**src/rtl/fetch_unit.sv**
```systemverilog
// fetch_unit: instruction fetch stage sitting between the program counter
// and decode. Issues one instruction-memory read per instruction, holds the
// returned word in ir until decode accepts it, then strobes pc_en for one
// cycle so the program counter loads its pc+2 value.
module fetch_unit #(
    parameter int DATA_W  = 16,
    parameter int ADDR_W  = 16,
    parameter int TIMEOUT = 15
) (
    input  logic              clock,
    input  logic              reset,
    input  logic [ADDR_W-1:0] pc,
    input  logic              run,
    output logic [ADDR_W-1:0] mem_addr,
    output logic              mem_rd,
    input  logic              mem_ready,
    input  logic [DATA_W-1:0] mem_rdata,
    output logic [DATA_W-1:0] ir,
    output logic [ADDR_W-1:0] ir_pc,
    output logic              ir_valid,
    input  logic              ir_accept,
    input  logic              flush,
    output logic              pc_en,
    output logic              fault
);

    // A zero-bit counter is not legal, so the disabled-timeout build keeps one bit.
    localparam int CNT_W = (TIMEOUT > 0) ? $clog2(TIMEOUT + 1) : 1;
    // Limit widened by one bit so the compare against counter+1 cannot wrap.
    localparam logic [CNT_W:0]   TIMEOUT_LIM = (CNT_W + 1)'(TIMEOUT);
    localparam logic [CNT_W-1:0] CNT_MAX     = '1;

    typedef enum logic [1:0] {
        S_IDLE  = 2'd0,
        S_FETCH = 2'd1,
        S_HOLD  = 2'd2,
        S_ADV   = 2'd3
    } state_e;

    state_e            state_q,    state_d;
    logic [ADDR_W-1:0] mem_addr_q, mem_addr_d;
    logic              mem_rd_q,   mem_rd_d;
    logic [DATA_W-1:0] ir_q,       ir_d;
    logic [ADDR_W-1:0] ir_pc_q,    ir_pc_d;
    logic              ir_valid_q, ir_valid_d;
    logic              pc_en_q,    pc_en_d;
    logic              fault_q,    fault_d;
    logic [CNT_W-1:0]  cnt_q,      cnt_d;

    logic [CNT_W:0]    cnt_inc;
    logic              timeout_hit;

    // Wait-cycle count after this FETCH cycle, and whether it reaches the limit.
    always_comb begin
        cnt_inc     = {1'b0, cnt_q} + {{CNT_W{1'b0}}, 1'b1};
        timeout_hit = (TIMEOUT != 0) && (cnt_inc == TIMEOUT_LIM);
    end

    // Next-state and next-output computation for the fetch sequencer.
    always_comb begin
        state_d    = state_q;
        mem_addr_d = mem_addr_q;
        mem_rd_d   = mem_rd_q;
        ir_d       = ir_q;
        ir_pc_d    = ir_pc_q;
        ir_valid_d = ir_valid_q;
        pc_en_d    = 1'b0;
        fault_d    = fault_q;
        cnt_d      = cnt_q;

        unique case (state_q)
            S_IDLE: begin
                // A fault parks the unit here until reset; flush suppresses a
                // fetch from a pc that is about to be redirected.
                if (run && !fault_q && !flush) begin
                    mem_addr_d = pc;
                    mem_rd_d   = 1'b1;
                    cnt_d      = '0;
                    state_d    = S_FETCH;
                end
            end

            S_FETCH: begin
                if (flush) begin
                    // Returned data (if any) belongs to a discarded path.
                    mem_rd_d = 1'b0;
                    state_d  = S_IDLE;
                end else if (mem_ready) begin
                    ir_d       = mem_rdata;
                    ir_pc_d    = mem_addr_q;
                    ir_valid_d = 1'b1;
                    mem_rd_d   = 1'b0;
                    state_d    = S_HOLD;
                end else begin
                    // Saturate so the disabled-timeout build never wraps.
                    if (cnt_q != CNT_MAX) begin
                        cnt_d = cnt_inc[CNT_W-1:0];
                    end
                    if (timeout_hit) begin
                        fault_d  = 1'b1;
                        mem_rd_d = 1'b0;
                        state_d  = S_IDLE;
                    end
                end
            end

            S_HOLD: begin
                if (flush) begin
                    // Dropping the instruction must not advance the pc.
                    ir_valid_d = 1'b0;
                    state_d    = S_IDLE;
                end else if (ir_accept) begin
                    ir_valid_d = 1'b0;
                    pc_en_d    = 1'b1;
                    state_d    = S_ADV;
                end
            end

            S_ADV: begin
                // The pc loads on the edge ending this state, so the IDLE
                // that follows sees the advanced value.
                state_d = S_IDLE;
            end

            default: begin
                state_d = S_IDLE;
            end
        endcase
    end

    // State and registered outputs; reset clears everything without a clock.
    always_ff @(posedge clock or negedge reset) begin
        if (!reset) begin
            state_q    <= S_IDLE;
            mem_addr_q <= '0;
            mem_rd_q   <= 1'b0;
            ir_q       <= '0;
            ir_pc_q    <= '0;
            ir_valid_q <= 1'b0;
            pc_en_q    <= 1'b0;
            fault_q    <= 1'b0;
            cnt_q      <= '0;
        end else begin
            state_q    <= state_d;
            mem_addr_q <= mem_addr_d;
            mem_rd_q   <= mem_rd_d;
            ir_q       <= ir_d;
            ir_pc_q    <= ir_pc_d;
            ir_valid_q <= ir_valid_d;
            pc_en_q    <= pc_en_d;
            fault_q    <= fault_d;
            cnt_q      <= cnt_d;
        end
    end

    assign mem_addr = mem_addr_q;
    assign mem_rd   = mem_rd_q;
    assign ir       = ir_q;
    assign ir_pc    = ir_pc_q;
    assign ir_valid = ir_valid_q;
    assign pc_en    = pc_en_q;
    assign fault    = fault_q;

endmodule

```
**config.mk**
```make
export PLATFORM = sky130hd
export DESIGN_NAME = fetch_unit
export DESIGN_NICKNAME = d
export VERILOG_FILES = /design/src/rtl/fetch_unit.sv
export SDC_FILE = /design/constraint.sdc
export NUM_CORES = 1
export LEC_CHECK = 0
export CORE_MARGIN = 4
export CORE_UTILIZATION = 45
export CTS_CLUSTER_DIAMETER = 120
export DETAILED_ROUTE_END_ITERATION = 6
export PLACE_DENSITY = 0.87
export SYNTH_ARGS = -nofsm -noshare
export SYNTH_HDL_FRONTEND = slang
export SYNTH_SLANG_ARGS = --single-unit
```
**constraint.sdc**
```tcl
create_clock -name clock -period 2.04 [get_ports clock]
set_input_delay 0.408 -clock clock [delete_from_list [all_inputs] [get_ports clock]]
set_output_delay 0.408 -clock clock [all_outputs]
set_load 0.02 [all_outputs]
```
==> impl_metrics.toml, run 1 <==
[critical_path]
timing.critical_path.fanout_max = 4
crit_chain = "clkdlybuf4s50_1"
arrival_time_worst_endpoint_ps = 1350
timing.critical_path.buf_inv = 1
endpoint_kind = "primary output"
worst_ep_required_time_ps = 1630
critPathSlowestCell = "sky130_fd_sc_hd__clkdlybuf4s50_1"
worstSetupPathType = "flop to primary output"
crit_path_start_kind = "flop"
critical_path.top_delay_family = "buffers and inverters"
max_stage_delay_ps = 620

[drt]
detail_route.iter0.violations = 74
drtAntennaViolNets = 0
wl_per_cell_um = 16.3
vias_per_cell = 4.96
total_drc_errors_in_the_routed_layout = 0
detailedRoute.firstPassIterationCount = 4
detailroute.via_count = 1685
finalWirelength_mm = 5.56

[floorplanning]
ios = 90
start_util_pct = 46.2
dieWidth_um = 83.2
fp-row-count = 27
y_dimension_of_the_die_um = 83.2
die_area_mm2 = 0.00692
placeableCoreArea_mm2 = 0.00551

[clock_tree]
cts_hold_buf = 0
number_of_buffers_inserted_during_clock_tree_synthesis = 9
ctsResizeCount = 0
cts_max_level = 3
cts.clk_slew.worst_paths_ps = 60
cts_root_buffer = "sky130_fd_sc_hd__clkbuf_8"
post-cts-setup-buffers = 0
clk-insertion-delay-late_ps = 320
tritoncts = "built"
ctsLongestPathBuffers = 2
clkSinkCount = 58

[job]
maxCapViolCount = 0

[synthesis]
synth-seq-area-share_pct = 57.1
synth.top_cells.by_area = "sky130_fd_sc_hd__dfrtp_1, sky130_fd_sc_hd__mux2_4, sky130_fd_sc_hd__mux2_2, sky130_fd_sc_hd__buf_12, sky130_fd_sc_hd__buf_6"
synthDistinctLibCells = 32
synthAdderAreaFrac_pct = 0.984
synth_largest_type_area_fraction_pct = 57.1
async_reset_ff_share_pct = 100
syn_nets = 205
most_used_flip_flop_cell_after_synthesis = "sky130_fd_sc_hd__dfrtp_1"
synthSimpleGateAreaFrac_pct = 6.00
synthesis.yosys.warnings = 0
synth-compound-area-share_pct = 5.07
synthMuxAreaShare_pct = 26.6
synth-edff-count = 0
area_of_the_mapped_netlist_mm2 = 0.00254
syn_inst = 165
yosys_register_bits = 58
largest_area_contributor_in_the_synthesized_netlist = "sky130_fd_sc_hd__dfrtp_1"
syn_avg_cell_area_um2 = 15.4
synthXorXnorAreaFrac_pct = 0
synth_top_family_by_area = "multiplexers"

[global_routing]
first_pass_grt_wire_length_mm = 9.33
first_global_vias = 1807
gr-usage-all-layers_pct = 17.3
grt_start_max_net_pins = 40
antenna_found_initial = 0
grt_remaining_overflow = 0

[placed_design]
postPlaceCellArea_mm2 = 0.00350
routabilityCongestion = 0.808
port-buffer-count = 89
hpwl_mm = 4.18

[finish]
num_antenna_cells = 0
layout-area-overhead-vs-synth_pct = 46.0
layout-drive-gt1-share_pct = 29.1
nets = 303
fillerInstances = 368
layout.cell_area.non_filler_mm2 = 0.00371
leading_cell_types_in_the_layout_fill_and_taps_excluded = "sky130_fd_sc_hd__clkdlybuf4s50_1, sky130_fd_sc_hd__dfrtp_1, sky130_fd_sc_hd__mux2_4"
final_common_cell = "sky130_fd_sc_hd__clkdlybuf4s50_1"

[sta]
fin_crit_sh_pct = 86.1
final_setup_violations = 0
setup_total_negative_slack_ps = 0
slew_viol_final = 0
worst_pin_slew_ps = 458
grt_setup_unrepaired = "false"
finalHoldViolCount = 0
crit_path_time_final_ps = 1760
achievable-frequency_ghz = 0.569
final.setup_skew_ps = 5.24
max_slew_margin_pct = 69.5

[power]
ir_drop_mv = 0.643
p_leak_nw = 1.60
power_per_cell_area_mw_per_mm2 = 1290
design_power_total_mw = 4.80

[run_status]
outcome = "finished clean"

[hold_path]
worstHoldPathType = "input pin to async pin"
per-stage QoR:
stage	util [%]	setup slack, ps	instances	hold slack (ps)
3_5_place_dp	63.5	37.0	324	381
2_1_floorplan	-	471	165	112
5_1_grt	67.4	216	340	61.7
3_3_place_gp	63.5	53.1	324	377
4_1_cts	67.4	258	340	29.2
6_report	67.4	283	340	32.4
registers in the layout, summed over array words and instances (netlist names):
| signal | cells |
|---|---|
| mem_rd | 1 |
| pc_en | 1 |
| mem_addr | 16 |
| ir | 16 |
| ir_valid | 1 |
| fault | 1 |
| state_q | 2 |
| cnt_q | 4 |
| ir_pc | 16 |
worst paths after layout:
check                           start          end  cells after the start  slack (ps)
max in group asynchronous       reset  mem_addr[4]                      2        1460
setup / recovery                fault        fault                      1         280
hold reg to reg             ir_pc[15]    ir_pc[15]                      1         510
hold / removal                  reset    ir_pc[12]                      1          30
setup reg to reg           state_q[0]       ir[15]                      4         340
min in group clock          ir_pc[15]    ir_pc[15]                      1         510
synthesized netlist by cell type, types with 2 or more instances:
| cell | n |
|---|---|
| sky130_fd_sc_hd__mux2_2 | 20 |
| sky130_fd_sc_hd__nor2_1 | 6 |
| sky130_fd_sc_hd__nand2_1 | 7 |
| sky130_fd_sc_hd__buf_6 | 3 |
| sky130_fd_sc_hd__dfrtp_1 | 58 |
| sky130_fd_sc_hd__mux2_4 | 30 |
| sky130_fd_sc_hd__a21oi_1 | 6 |
| sky130_fd_sc_hd__buf_12 | 3 |
| sky130_fd_sc_hd__ha_1 | 2 |
| sky130_fd_sc_hd__inv_1 | 3 |
| sky130_fd_sc_hd__nand3_1 | 2 |
| sky130_fd_sc_hd__o21ai_0 | 5 |
layout make-up:
cell class                 instances  area (µm²)  share of cell area, %
clock buffer                      12         165                   4.45
clock inverter                     4        48.8                   1.31
inverter                           3        11.3                  0.303
multi-input combinational         97         983                   26.5
sequential                        58        1450                   39.1
tap                               72        90.1                   2.43
timing repair buffer              94         961                   25.9
cell families after synthesis:
logic type	Yosys count
DFF	58
muxes	50
and+or+nand+nor	26
AOI/OAI and AO/OA	19
buffers and inverters	10
adders and majority gates	2
power by group:
group	leakage (nW)	internal (mW)	switching [mW]
Clock	0.112	0.661	0.424
Combinational	0.785	1.12	0.817
Sequential	0.703	1.53	0.250
per-layer routing:
| layer | part of all wire [%] | track usage [%] |
|---|---|---|
| met1 | 43 | 21.5 |
| met2 | 49 | 28.1 |
| met3 | 6.6 | 4.86 |
| met4 | 1.6 | 7.58 |
| met5 | 0 | 0 |
No activity file was read; power rests on OpenSTA's default activity.
==> run 2: changes to the inputs <==
--- a/config.mk
+++ b/config.mk
@@ -10,6 +10,7 @@
 export CTS_CLUSTER_DIAMETER = 120
 export DETAILED_ROUTE_END_ITERATION = 6
 export PLACE_DENSITY = 0.87
+export RECOVER_POWER = 25
 export SYNTH_ARGS = -nofsm -noshare
 export SYNTH_HDL_FRONTEND = slang
 export SYNTH_SLANG_ARGS = --single-unit
==> run 2 against run 1 <==
  * Total power hardly changed
  * Cell area hardly changed
  * Count of clock-buffer cells in the layout stayed put
  * Via count stayed put
  * Non-clock buffer count stayed put
  * Worst setup slack stayed put
  * Combinational power hardly changed
  * Global-route usage stayed put
  * Sequential power hardly changed
  * Hold slack better by 240 ps
  * Maximum frequency stayed put
  * Core utilization hardly changed
  * Critical endpoint unchanged
==> impl_metrics.toml, run 2 (synthesized netlist as in run 1, its figures left out) <==
[run_status]
outcome = "finished clean"

[floorplanning]
fp-row-count = 27
placeableCoreArea_mm2 = 0.00551
dieWidth_um = 83.2
y_dimension_of_the_die_um = 83.2
die_area_mm2 = 0.00692
ios = 90
start_util_pct = 46.2

[drt]
detailroute.via_count = 1685
total_drc_errors_in_the_routed_layout = 0
finalWirelength_mm = 5.55
detailedRoute.firstPassIterationCount = 4
vias_per_cell = 4.96
wl_per_cell_um = 16.3
drtAntennaViolNets = 0
detail_route.iter0.violations = 74

[power]
share_comb_of_total_power_pct = 40.4
power.share.clock_pct = 22.6
power.switching_mw = 1.49
power.switching_fraction_pct = 31.0
power_per_cell_area_mw_per_mm2 = 1290
p_leak_nw = 1.60
part_of_the_total_power_dissipated_in_sequential_elements_pct = 37.0
cell_internal_pwr_mw = 3.31
ir_drop_mv = 0.644

[global_routing]
grt_start_max_net_pins = 40
antenna_found_initial = 0
first_pass_grt_wire_length_mm = 9.33
first_global_vias = 1807
gr-usage-all-layers_pct = 17.3
grt_remaining_overflow = 0

[clock_tree]
ctsLongestPathBuffers = 2
cts.clk_slew.worst_paths_ps = 60
number_of_buffers_inserted_during_clock_tree_synthesis = 9
ctsResizeCount = 0
cts_hold_buf = 0
clk-insertion-delay-late_ps = 320
cts_root_buffer = "sky130_fd_sc_hd__clkbuf_8"
cts_max_level = 3
tritoncts = "built"
post-cts-setup-buffers = 0
clkSinkCount = 58

[sta]
final.setup_skew_ps = 5.24
max_slew_margin_pct = 27.4
final_setup_violations = 0
slew_viol_final = 0
crit_path_time_final_ps = 1760
worst_pin_slew_ps = 1090
grt_setup_unrepaired = "false"
hold-worst-slack_ps = 271
fin_crit_sh_pct = 86.1
finalHoldViolCount = 0
achievable-frequency_ghz = 0.569
setup_total_negative_slack_ps = 0

[critical_path]
max_stage_delay_ps = 620
critPathSlowestCell = "sky130_fd_sc_hd__clkdlybuf4s50_1"
worst_ep_required_time_ps = 1630
worstSetupPathType = "flop to primary output"
crit_chain = "clkdlybuf4s50_1"
timing.critical_path.fanout_max = 4
critical_path.top_delay_family = "buffers and inverters"
crit_path_start_kind = "flop"
timing.critical_path.buf_inv = 1
arrival_time_worst_endpoint_ps = 1350
endpoint_kind = "primary output"

[finish]
layout-drive-gt1-share_pct = 28.7
fin_util_pct = 67.4
nets = 303
num_antenna_cells = 0
leading_cell_types_in_the_layout_fill_and_taps_excluded = "sky130_fd_sc_hd__clkdlybuf4s50_1, sky130_fd_sc_hd__dfrtp_1, sky130_fd_sc_hd__mux2_4"
final_common_cell = "sky130_fd_sc_hd__clkdlybuf4s50_1"
layout.cell_area.non_filler_mm2 = 0.00371
layout-area-overhead-vs-synth_pct = 45.9

[placed_design]
routabilityCongestion = 0.808
hpwl_mm = 4.18
port-buffer-count = 89
postPlaceCellArea_mm2 = 0.00350

[hold_path]
worstHoldPathType = "input pin to async pin"

[job]
maxCapViolCount = 0
## run 2: routing by layer
layer  global-route usage, %  wire length, µm  vias to the layer above
met5                       0                0                        -
met4                    7.58               90                        0
met3                    4.86              363                        7
met2                    28.1             2710                       66
met1                    21.5             2390                      835
li1                        -                -                      777
## run 2: power by group through the flow
stage	clock network (mW)	registers [mW]	logic, mW
final	1.09	1.78	1.94
after global routing	1.17	1.83	2.04
after global placement	0	1.77	1.92
after floorplan	0	2.21	0.567
after CTS	1.11	1.78	1.96
after detailed placement	0	1.80	1.95
## run 2: through the flow
stage / setup WS [ps] / total power [mW] / cells
2_1_floorplan: 471 / 2.78 / 165
3_3_place_gp: 53.1 / 3.68 / 324
3_5_place_dp: 37.0 / 3.75 / 324
4_1_cts: 258 / 4.86 / 340
5_1_grt: 216 / 5.04 / 340
6_report: 283 / 4.80 / 340
## run 2: layout make-up
class	instances	area [µm²]
inverter	3	11.3
fill	369	1800
clock inverter	4	48.8
sequential	58	1450
multi-input combinational	97	983
clock buffer	12	165
timing repair buffer	94	960
tap	72	90.1
## run 2: path summary, 6_finish.rpt
kind	cells past startpoint	end	slack, ps	from
max in group asynchronous	2	mem_addr[4]	1020	reset
hold reg to reg	1	ir_pc[15]	510	ir_pc[15]
hold / removal	1	ir_pc[12]	270	reset
setup / recovery	1	fault	280	fault
setup reg to reg	4	ir[15]	340	state_q[0]
min in group clock	1	ir_pc[15]	510	ir_pc[15]
==> run 3: changes to the inputs <==
--- a/config.mk
+++ b/config.mk
@@ -5,9 +5,9 @@
 export SDC_FILE = /design/constraint.sdc
 export NUM_CORES = 1
 export LEC_CHECK = 0
+export CAP_MARGIN = 20
 export CORE_MARGIN = 4
 export CORE_UTILIZATION = 45
-export CTS_CLUSTER_DIAMETER = 120
 export DETAILED_ROUTE_END_ITERATION = 6
 export PLACE_DENSITY = 0.87
 export RECOVER_POWER = 25
==> results of run 3 <==
No change in the layout: final DEF, timing and power equal those of run 2.
